## src/rtl/gnr_pkg.sv

```systemverilog
// Shared types for the GNR attractor detector and its host interface.
// Holds the FSM encoding, the default counter width and the result record.
package gnr_pkg;

  localparam int unsigned GNR_CNT_W   = 16;
  localparam int unsigned GNR_N_NODES = 32;

  typedef enum logic [2:0] {
    IDLE,
    INIT,
    RUN,
    PERIOD,
    RESULT
  } gnr_state_e;

  typedef struct packed {
    logic [GNR_CNT_W-1:0]   meet;
    logic [GNR_CNT_W-1:0]   period;
    logic [GNR_N_NODES-1:0] state;
    logic                   timeout;
  } gnr_result_t;

endpackage

```

## src/rtl/gnr_attractor_detector.sv

```systemverilog
// Floyd cycle detection over the GNR node array: sequences node init/stepping, finds x_k == x_2k, then the period.
// Result is held in RESULT until res_valid & res_ready; start is only honoured in IDLE.
module gnr_attractor_detector
  import gnr_pkg::*;
#(
  parameter int unsigned      N_NODES   = 32,
  parameter int unsigned      CNT_W     = GNR_CNT_W,
  parameter logic [CNT_W-1:0] MAX_STEPS = {CNT_W{1'b1}}
) (
  input  logic               clk,
  input  logic               rst_n,
  input  logic               start,
  input  logic [N_NODES-1:0] init_vec,
  input  logic [N_NODES-1:0] state_s0,
  input  logic [N_NODES-1:0] state_s1,
  output logic               reset_nos,
  output logic [N_NODES-1:0] init_state,
  output logic               start_s0,
  output logic               start_s1,
  output logic               busy,
  output logic               res_valid,
  input  logic               res_ready,
  output logic [CNT_W-1:0]   res_meet,
  output logic [CNT_W-1:0]   res_period,
  output logic [N_NODES-1:0] res_state,
  output logic               res_timeout
);

  gnr_state_e       state;
  gnr_state_e       state_nxt;
  logic [CNT_W-1:0] cnt;
  logic [CNT_W-1:0] per;

  logic match;
  logic cmp_en;
  logic run_meet;
  logic run_tout;
  logic per_hit;
  logic per_tout;

  assign match = (state_s0 == state_s1);

  // Tortoise and hare are only aligned (x_k vs x_2k) after an even, non-zero step count.
  assign cmp_en   = !cnt[0] && (cnt != '0);
  assign run_meet = cmp_en && match;
  assign run_tout = !run_meet && (cnt == MAX_STEPS);
  assign per_hit  = (per != '0) && match;
  assign per_tout = !per_hit && (per == MAX_STEPS);

  assign busy      = (state != IDLE);
  assign res_valid = (state == RESULT);

  always_comb begin
    state_nxt = state;
    reset_nos = 1'b0;
    start_s0  = 1'b0;
    start_s1  = 1'b0;
    case (state)
      IDLE: begin
        if (start) state_nxt = INIT;
      end
      INIT: begin
        reset_nos = 1'b1;
        state_nxt = RUN;
      end
      RUN: begin
        if (run_meet) begin
          state_nxt = PERIOD;
        end else if (run_tout) begin
          state_nxt = RESULT;
        end else begin
          start_s0 = 1'b1;
          start_s1 = 1'b1;
        end
      end
      PERIOD: begin
        if (per_hit || per_tout) begin
          state_nxt = RESULT;
        end else begin
          start_s1 = 1'b1;
        end
      end
      RESULT: begin
        if (res_ready) state_nxt = IDLE;
      end
      default: state_nxt = IDLE;
    endcase
  end

  always_ff @(posedge clk) begin
    if (!rst_n) begin
      state       <= IDLE;
      cnt         <= '0;
      per         <= '0;
      init_state  <= '0;
      res_meet    <= '0;
      res_period  <= '0;
      res_state   <= '0;
      res_timeout <= 1'b0;
    end else begin
      state <= state_nxt;
      case (state)
        IDLE: begin
          if (start) begin
            init_state  <= init_vec;
            cnt         <= '0;
            per         <= '0;
            res_meet    <= '0;
            res_period  <= '0;
            res_state   <= '0;
            res_timeout <= 1'b0;
          end
        end
        RUN: begin
          if (run_meet) begin
            res_meet  <= cnt >> 1;
            res_state <= state_s0;
          end else if (run_tout) begin
            res_timeout <= 1'b1;
            res_period  <= '0;
            res_meet    <= '0;
          end else begin
            cnt <= cnt + CNT_W'(1);
          end
        end
        PERIOD: begin
          if (per_hit) begin
            res_period <= per;
          end else if (per_tout) begin
            res_timeout <= 1'b1;
            res_period  <= '0;
            res_meet    <= '0;
          end else begin
            per <= per + CNT_W'(1);
          end
        end
        default: ;
      endcase
    end
  end

endmodule

```

## config.mk

```make
export PLATFORM = sky130hd
export DESIGN_NAME = gnr_attractor_detector
export DESIGN_NICKNAME = d
export VERILOG_FILES = /design/src/rtl/gnr_pkg.sv /design/src/rtl/gnr_attractor_detector.sv
export SDC_FILE = /design/constraint.sdc
export NUM_CORES = 1
export LEC_CHECK = 0
export CAP_MARGIN = 15
export CORE_ASPECT_RATIO = 1.2
export CORE_MARGIN = 2
export CORE_UTILIZATION = 33
export CTS_CLUSTER_DIAMETER = 40
export DETAILED_ROUTE_END_ITERATION = 6
export PLACE_DENSITY_LB_ADDON = 0.1
export SETUP_SLACK_MARGIN = 0.4
export SLEW_MARGIN = 20
export SYNTH_ARGS = -nofsm -noshare
export SYNTH_HDL_FRONTEND = slang
export SYNTH_SLANG_ARGS = --single-unit
export TNS_END_PERCENT = 1
```

## constraint.sdc

```tcl
create_clock -name clk -period 3.6 [get_ports clk]
set_input_delay 0.36 -clock clk [delete_from_list [all_inputs] [get_ports clk]]
set_output_delay 0.36 -clock clk [all_outputs]
set_load 0.02 [all_outputs]
```

# Word level (Yosys, flattened, before mapping)
# Index checks and enable logic that the tools add are counted.
[classes]
addsub = 2
eq_ne = 19
muxes = 36
reduce_logical = 24
[ops]
columns = ["operator", "n"]
rows = [
  ["16-bit 2-to-1 mux", 11],
  ["16-bit case mux with 3 select lines", 2],
  ["32-bit 2-to-1 mux", 2],
  ["16-bit case mux with 2 select lines", 2],
  ["32-bit case mux with 2 select lines", 1],
  ["16-bit by 1-bit adder with 16-bit output, second input constant", 2],
  ["16-bit equality test, second input constant", 2],
  ["32-bit equality test", 1],
  ["16-bit nonzero test", 2],
  ["2-bit inequality test, second input constant", 9],
  ["3-bit 2-to-1 mux", 5],
  ["3-bit case mux with 5 select lines", 1],
  ["4-bit AND reduction", 3],
  ["1-bit 2-to-1 mux", 10],
  ["5-bit AND reduction", 2],
  ["3-bit by 2-bit equality test with 1-bit output, second input constant", 2],
  ["3-bit inequality test, second input constant", 2],
  ["6-bit AND reduction", 1],
  ["3-bit nonzero test", 2],
  ["1-bit logical AND", 5],
  ["2-bit nonzero test", 2],
  ["3-bit by 1-bit equality test with 1-bit output, second input constant", 1],
  ["3-bit equality test, second input constant", 1],
  ["1-bit logical NOT", 3],
  ["other kinds (7)", 7],
]
[totals]
register_bits = 132
input_bits = 100
output_inout_bits = 102
elab_cells = 89

# Logic depth before layout (Yosys ltp)
# Gate-level depths: netlist of run 1.
[depth]
depth_word = 8
ltp_mapped = 10
ltp_nobuf = 9

# Least setup slack after synthesis of run 1
# OpenSTA, ideal clock, no wires.
[synth_path]
path_kind = "register to register"
start = "register per[0]"
end = "register res_period[2]"
setup_time_ps = 117
arrival_ps = 2480
required_ps = 3483
path_slack_ps = 1002
stages_incl_launch_ff = 11
path_buffers = 2
period_less_slack_ps = 2598
cell_sequence = "dfxtp_1 -> ha_1 -> nand3_1 -> or4_4 -> nor3_2 -> nor2_2 -> nand2_4 -> or3b_1 -> buf_6 -> buf_6 -> a32o_1"
[synth_via]
elab_chain_len = 6
elab_cells_between_ends = 9
classes_between = "eq/ne: 2; mux: 2; reduce/logical: 5"
[synth_lines]
columns = ["item", "line_no", "text"]
rows = [
  ["start, declared", "gnr_attractor_detector.sv:32", "logic [CNT_W-1:0] per;"],
  ["start signal, assigned", "gnr_attractor_detector.sv:134", "per <= per + CNT_W'(1);"],
  ["16-bit nonzero test", "gnr_attractor_detector.sv:47", "assign per_hit = (per != '0) && match;"],
  ["1-bit logical AND", "gnr_attractor_detector.sv:47", ""],
  ["1-bit logical NOT", "gnr_attractor_detector.sv:48", "assign per_tout = !per_hit && (per == MAX_STEPS);"],
  ["1-bit logical AND", "gnr_attractor_detector.sv:48", ""],
  ["3-bit inequality test (no line)", "n/a", ""],
  ["5-bit AND reduction (no line)", "n/a", ""],
  ["end signal, assigned", "gnr_attractor_detector.sv:128", "res_period <= per;"],
  ["end, declared", "gnr_attractor_detector.sv:24", "output logic [CNT_W-1:0] res_period,"],
]
# Several ways; a longest one is shown, not always the timed one.
# A chain may end at the register's enable or synchronous reset.

# Final worst setup path of run 1
[layout_path]
start = "register per[1]"
end = "output port start_s1"
[layout_via]
elab_chain_len = 7
elab_cells_between_ends = 8
classes_between = "eq/ne: 1; mux: 2; reduce/logical: 5"
[layout_lines]
columns = ["item", "line_no", "text"]
rows = [
  ["16-bit nonzero test", "gnr_attractor_detector.sv:47", ""],
  ["1-bit logical AND", "gnr_attractor_detector.sv:47", ""],
  ["1-bit logical NOT", "gnr_attractor_detector.sv:48", ""],
  ["1-bit logical AND", "gnr_attractor_detector.sv:48", ""],
  ["1-bit logical OR (*)", "gnr_attractor_detector.sv:77", "if (per_hit || per_tout) begin"],
  ["1-bit 2-to-1 mux (*)", "gnr_attractor_detector.sv:77", ""],
  ["1-bit case mux with 2 select lines (*)", "gnr_attractor_detector.sv:58", "case (state)"],
  ["end, declared", "gnr_attractor_detector.sv:19", "output logic start_s1,"],
]
# Every way passes the cells marked *; elsewhere a longest branch is shown, timed or not.

==> impl_metrics.yaml, run 1 <==
outcome:
  status: "completed"
timing:
  setup_viol: 0
  final.setup.tns_ns: 0
  period_needed_ns: 3.10
  slew_headroom: 0.546
  worst_clock_skew_ns: 0.0161
  hold_violations: 0
  fin_crit_sh: 0.860
  worst_slew_pin_slew_ns: 0.679
  fmaxAchievable_mhz: 323
  drv_slew: 0
  rsz0062_at_grt: "yes"
drt:
  drc_errors: 0
  antenna_left: 0
  viasPerCell: 5.22
  drtIter0Drc: 323
  vias: 5666
  post_drt_wl_per_cell_um: 16.8
  dr.pass1.iters: 5
  routed_wl_mm: 18.2
worst_hold_path:
  min_from: "res_state[31]"
  hold_end: "res_state[31]"
  min_path_type: "register to register"
  hold_depth: 2
floorplan:
  die_width_um: 124
  io_pins: 202
  dieHeight_um: 147
  core_sq_mm: 0.0169
  rows: 52
  initial_core_util: 0.336
  dieArea_sq_mm: 0.0182
logic_synthesis:
  syn_nets: 769
  synthTopCellsByArea: "dfxtp_1, nand2_1, a21oi_1, xnor2_1, nand3_1"
  async_flop_share: 0
  yosysWarnings: 0
  syn-cell-area_sq_mm: 0.00566
  syn_inst: 665
  synth-seq-cells: 131
  synth_largest_area_cell: "dfxtp_1"
  synth_ff_type: "dfxtp_1"
  synth_edf_count: 0
  syn_avg_cell_area_sq_um: 8.50
  ys_seq_area_frac: 0.464
  synth.top_cell.area_share: 0.464
  synth_cell_type_count: 55
grt:
  grt_pass1_vias: 5472
  overflow: 0
  grt_usage: 0.203
  antenna_found_initial: 0
  grt_pass1_wl_mm: 28.6
  grt_max_degree: 40
final_layout:
  fin_cells: 1085
  stdcell_area_sq_mm: 0.00858
  antenna_cells: 0
  drive_above_1_share: 0.0829
  nets: 960
  area_growth_pct: 51.7
place:
  place_congestion: 0.822
  dpl.hpwl_mm: 13.0
  dp_cells: 1053
  portBuffers: 200
  place_area_sq_mm: 0.00787
cts:
  root_buffer: "clkbuf_16"
  htreeDepth: 4
  numCtsBuffers: 17
  clk_latency_ns: 0.43
  clk_path_buf_depth: 2
  holdBufCountCts: 0
  tritoncts: "done"
  clk_pin_slew_worst_paths_ns: 0.06
  numClockSinks: 131
pwr:
  p_leak_nw: 2.98
  power_mw: 4.97
  p_per_area_mw_per_mm2: 579
  ir_worst_vdd_uv: 374
setup_path:
  worstPathRequired_ns: 3.24
  cp-start-kind: "register"
  r2r_start: "per[1]"
  critPathArrivalTime_ns: 2.74
  cpLargestDelayFamily: "simple AND/OR/NAND/NOR gates"
  end_kind: "output pin"
  crit_buf_inv: 1
  slowest_stage: "or4_4"
  critPathMaxFanout: 15
  path_class: "register to output pin"
  rr_worst_depth: 8
  critPathMaxStageDelay_ns: 0.61
  path_depth: 8
  r2r-end: "res_period[2]"
  path_cells: "ha_1, nand3_1, or4_4, nor3_2, nor2_2, nand2_4, nand2_1, dlygate4sd2_1"
  rrSetupSlack_ns: 0.62
job:
  maxCapViolCount: 0
[worst max path at each step]
stage	from	to	slack (ns)
finish	per[1]	start_s1	0.50
global route	per[1]	start_s1	0.31
CTS	per[0]	start_s1	0.38
detailed placement	state_s1[2]	res_period[4]	0.29
global placement	state_s1[2]	res_period[1]	0.36
floorplan	per[0]	res_period[2]	1.00
[kinds of logic (layout without fill, tap and decap cells)]
kind of cell | after synthesis | count (layout) | share of synthesized area
simple gates | 271 | 271 | 0.231
compound gates | 168 | 168 | 0.200
flops | 131 | 131 | 0.464
buf+inv | 55 | 259 | 0.0405
xor+xnor | 32 | 32 | 0.0496
fa+ha+maj | 4 | 4 | 0.00885
mux | 3 | 3 | 0.00531
other cells | 1 | 1 | 0.000663
[cells in the final DEF, fill, tap and decap left out, drive strengths merged, types with 16 or more instances in the layout]
cell           synthesis  routed
nand2                127     127
xnor2                 32      32
nor2                  22      22
nor3                  26      26
a32o                  17      17
nand3                 50      50
clkbuf                39      18
a21oi                 74      74
dfxtp                131     131
clkdlybuf4s50          0     198
buf                    5      16
o21ai                 16      16
[worst min-delay path: stages (launching register included)]
cell     delay [ns]
dfxtp_1        0.31
nand2_1        0.05
a21oi_1        0.05
[per-stage QoR]
stage / hold WS [ns] / worst slack [ns] / util
2_1_floorplan: 0.487 / 1.00 / -
3_3_place_gp: 0.439 / 0.364 / 0.467
3_5_place_dp: 0.445 / 0.287 / 0.467
4_1_cts: 0.453 / 0.380 / 0.509
5_1_grt: 0.467 / 0.314 / 0.509
6_report: 0.450 / 0.505 / 0.509
[report_power, final]
group / switching (mW) / internal [mW] / leakage (nW)
registers: 0.0752 / 1.56 / 1.06
logic: 0.801 / 0.496 / 1.59
clock network: 0.656 / 1.38 / 0.336
total: 1.53 / 3.44 / 2.98
[cells in the mapped netlist, drive strengths merged, types with 2 or more instances]
cell and count:
dfxtp 131, nand2 127, a21oi 74, nand3 50, clkbuf 39, xnor2 32
nor3 26, nor2 22, a32o 17, o21ai 16, a22o 15, nand4 12
inv 11, nor4 11, a31oi 10, o21a 9, and3 7, o221a 6
a21boi 5, buf 5, ha 4, o211a 4, mux2i 3, nor3b 3
a311oi 2, a32oi 2, and2 2, nand3b 2, nor4b 2, or3 2
or3b 2
[cell type report]
class,count,area (sq um)
Clock inverter,14,258
Timing Repair Buffer,216,2120
Inverter,11,41.3
Fill cell,1572,8270
Tap cell,216,270
Multi-Input combinational cell,479,2820
Clock buffer,18,439
Sequential cell,131,2620
[layer usage]
layer	GRT usage	vias up	wire length, um	share of wire
li1	-	2767	-	-
met1	0.231	2669	7320	0.40
met2	0.342	206	9040	0.50
met3	0.0764	24	1550	0.085
met4	0.0744	0	341	0.019
met5	0	-	0	0
[sequential cells by signal, indices dropped and copies added (netlist names)]
register / flops
cnt: 16
init_state: 32
per: 16
res_meet: 15
res_period: 16
res_state: 32
res_timeout: 1
state: 3
[what timing repair did]
item / in CTS / in global routing
hold endpoints to repair: 0 / 0
resized for setup: 2 / 2
pin swaps: 0 / 0
endpoints found under the setup margin: 2 / 18
cloned: 0 / 0
setup buffers: 0 / 0
Power figures use the tool's default switching activity.
==> run 2, diff against run 1 <==
--- a/constraint.sdc
+++ b/constraint.sdc
@@ -3,2 +3,2 @@
 set_output_delay 0.36 -clock clk [all_outputs]
-set_load 0.02 [all_outputs]
+set_load 0.1 [all_outputs]
==> impl_metrics.yaml, run 2 (same netlist as run 1, synthesis figures left out) <==
job:
  maxCapViolCount: 0
grt:
  grt_max_degree: 47
  grt_usage: 0.203
  antenna_found_initial: 0
  grt_pass1_wl_mm: 28.7
  grt_pass1_vias: 5386
  overflow: 0
setup_path:
  critPathArrivalTime_ns: 2.68
  endpoint: "start_s1"
  rr_worst_depth: 9
  crit_path_start: "per[0]"
  r2r_start: "cnt[1]"
  rrSetupSlack_ns: 0.72
  worstPathRequired_ns: 3.24
  end_kind: "output pin"
  r2r-end: "res_meet[12]"
  cp-start-kind: "register"
  critPathMaxFanout: 14
  path_class: "register to output pin"
place:
  dp_cells: 1053
  pre_cts_slack_ns: 0.340
  place_congestion: 0.796
  dpl.hpwl_mm: 13.2
  place_area_sq_mm: 0.00789
  portBuffers: 200
worst_hold_path:
  min_path_type: "register to register"
  hold_depth: 2
cts:
  numClockSinks: 131
  clk_path_buf_depth: 2
  root_buffer: "clkbuf_16"
  clk_latency_ns: 0.42
  tritoncts: "done"
  numCtsBuffers: 17
  clk_pin_slew_worst_paths_ns: 0.06
  post_cts_buffers: 0
  htreeDepth: 4
floorplan:
  dieHeight_um: 147
  initial_core_util: 0.336
  die_width_um: 124
  io_pins: 202
  rows: 52
  core_sq_mm: 0.0169
  dieArea_sq_mm: 0.0182
final_layout:
  nets: 960
  drive_above_1_share: 0.0886
  area_growth_pct: 50.6
  final_common_cell: "clkdlybuf4s50_1"
  antenna_cells: 0
  largestRegisters: "init_state (32), res_state (32)"
  fin_util: 0.506
  nFillCells: 1597
  final_cell_mix: "clkdlybuf4s50_1, dfxtp_1, nand2_1"
  stdcell_area_sq_mm: 0.00852
  fin_cells: 1085
timing:
  slew_headroom: 0.262
  worst_slew_pin_slew_ns: 1.10
  fin_crit_sh: 0.845
  setup_viol: 0
  fmaxAchievable_mhz: 329
  worst_clock_skew_ns: 0.0114
  period_needed_ns: 3.04
  final.setup.tns_ns: 0
  holdWs_ns: 0.450
  hold_violations: 0
  rsz0062_at_grt: "no"
  drv_slew: 0
  worst_slack_ns: 0.556
drt:
  dr.pass1.iters: 5
  routed_wl_mm: 18.0
  antenna_left: 0
  viasPerCell: 5.16
  post_drt_wl_per_cell_um: 16.6
  drtIter0Drc: 331
  vias: 5603
  drc_errors: 0
pwr:
  p_per_area_mw_per_mm2: 636
  power_mw: 5.42
  p_leak_nw: 2.94
  ir_worst_vdd_uv: 340
outcome:
  status: "completed"
==> run 2: layout make-up <==
| cell class | count | area [sq um] | share of cell area |
|---|---|---|---|
| multi-input combinational | 479 | 2830 | 0.332 |
| sequential | 131 | 2630 | 0.308 |
| timing repair buffer | 216 | 2140 | 0.251 |
| clock buffer | 24 | 492 | 0.0577 |
| tap | 216 | 270 | 0.0317 |
| clock inverter | 8 | 124 | 0.0145 |
| inverter | 11 | 41.3 | 0.00485 |
==> run 2: worst max-delay path, stage by stage, from the launching register on <==
cell and delay (ns):
dfxtp_2 0.39, ha_2 0.23, nand3_1 0.11, or4_4 0.61
nor3_2 0.19, nor2_2 0.12, nand2_4 0.08, buf_4 0.21
nand2_1 0.13, buf_12 0.19
==> run 2: where the power goes <==
part / leakage (nW) / switching (mW) / internal, mW
Clock: 0.296 / 0.635 / 1.16
Sequential: 1.06 / 0.0762 / 1.56
Combinational: 1.58 / 1.48 / 0.510
Total: 2.94 / 2.19 / 3.23
==> run 2: how the worst min path moves through the flow <==
stage / to / slack (ns) / from
5_1_grt: res_state[19] / 0.47 / res_state[19]
2_1_floorplan: cnt[1] / 0.49 / cnt[1]
3_3_place_gp: res_state[26] / 0.44 / res_state[26]
4_1_cts: res_state[1] / 0.45 / res_state[1]
6_report: res_state[1] / 0.45 / res_state[1]
3_5_place_dp: res_state[26] / 0.45 / res_state[26]
==> run 2: per-layer routing <==
layer	vias to the layer above	track usage	wire length [um]
li1	2761	-	-
met1	2647	0.242	7360
met2	182	0.332	8920
met3	13	0.0822	1520
met4	0	0.0636	238
met5	-	0	0
==> run 2: what timing repair did <==
action / in CTS / in global routing
hold buffers: 0 / 0
resized for setup: 0 / 5
hold endpoints to repair: 0 / 0
endpoints found under the setup margin: 0 / 1
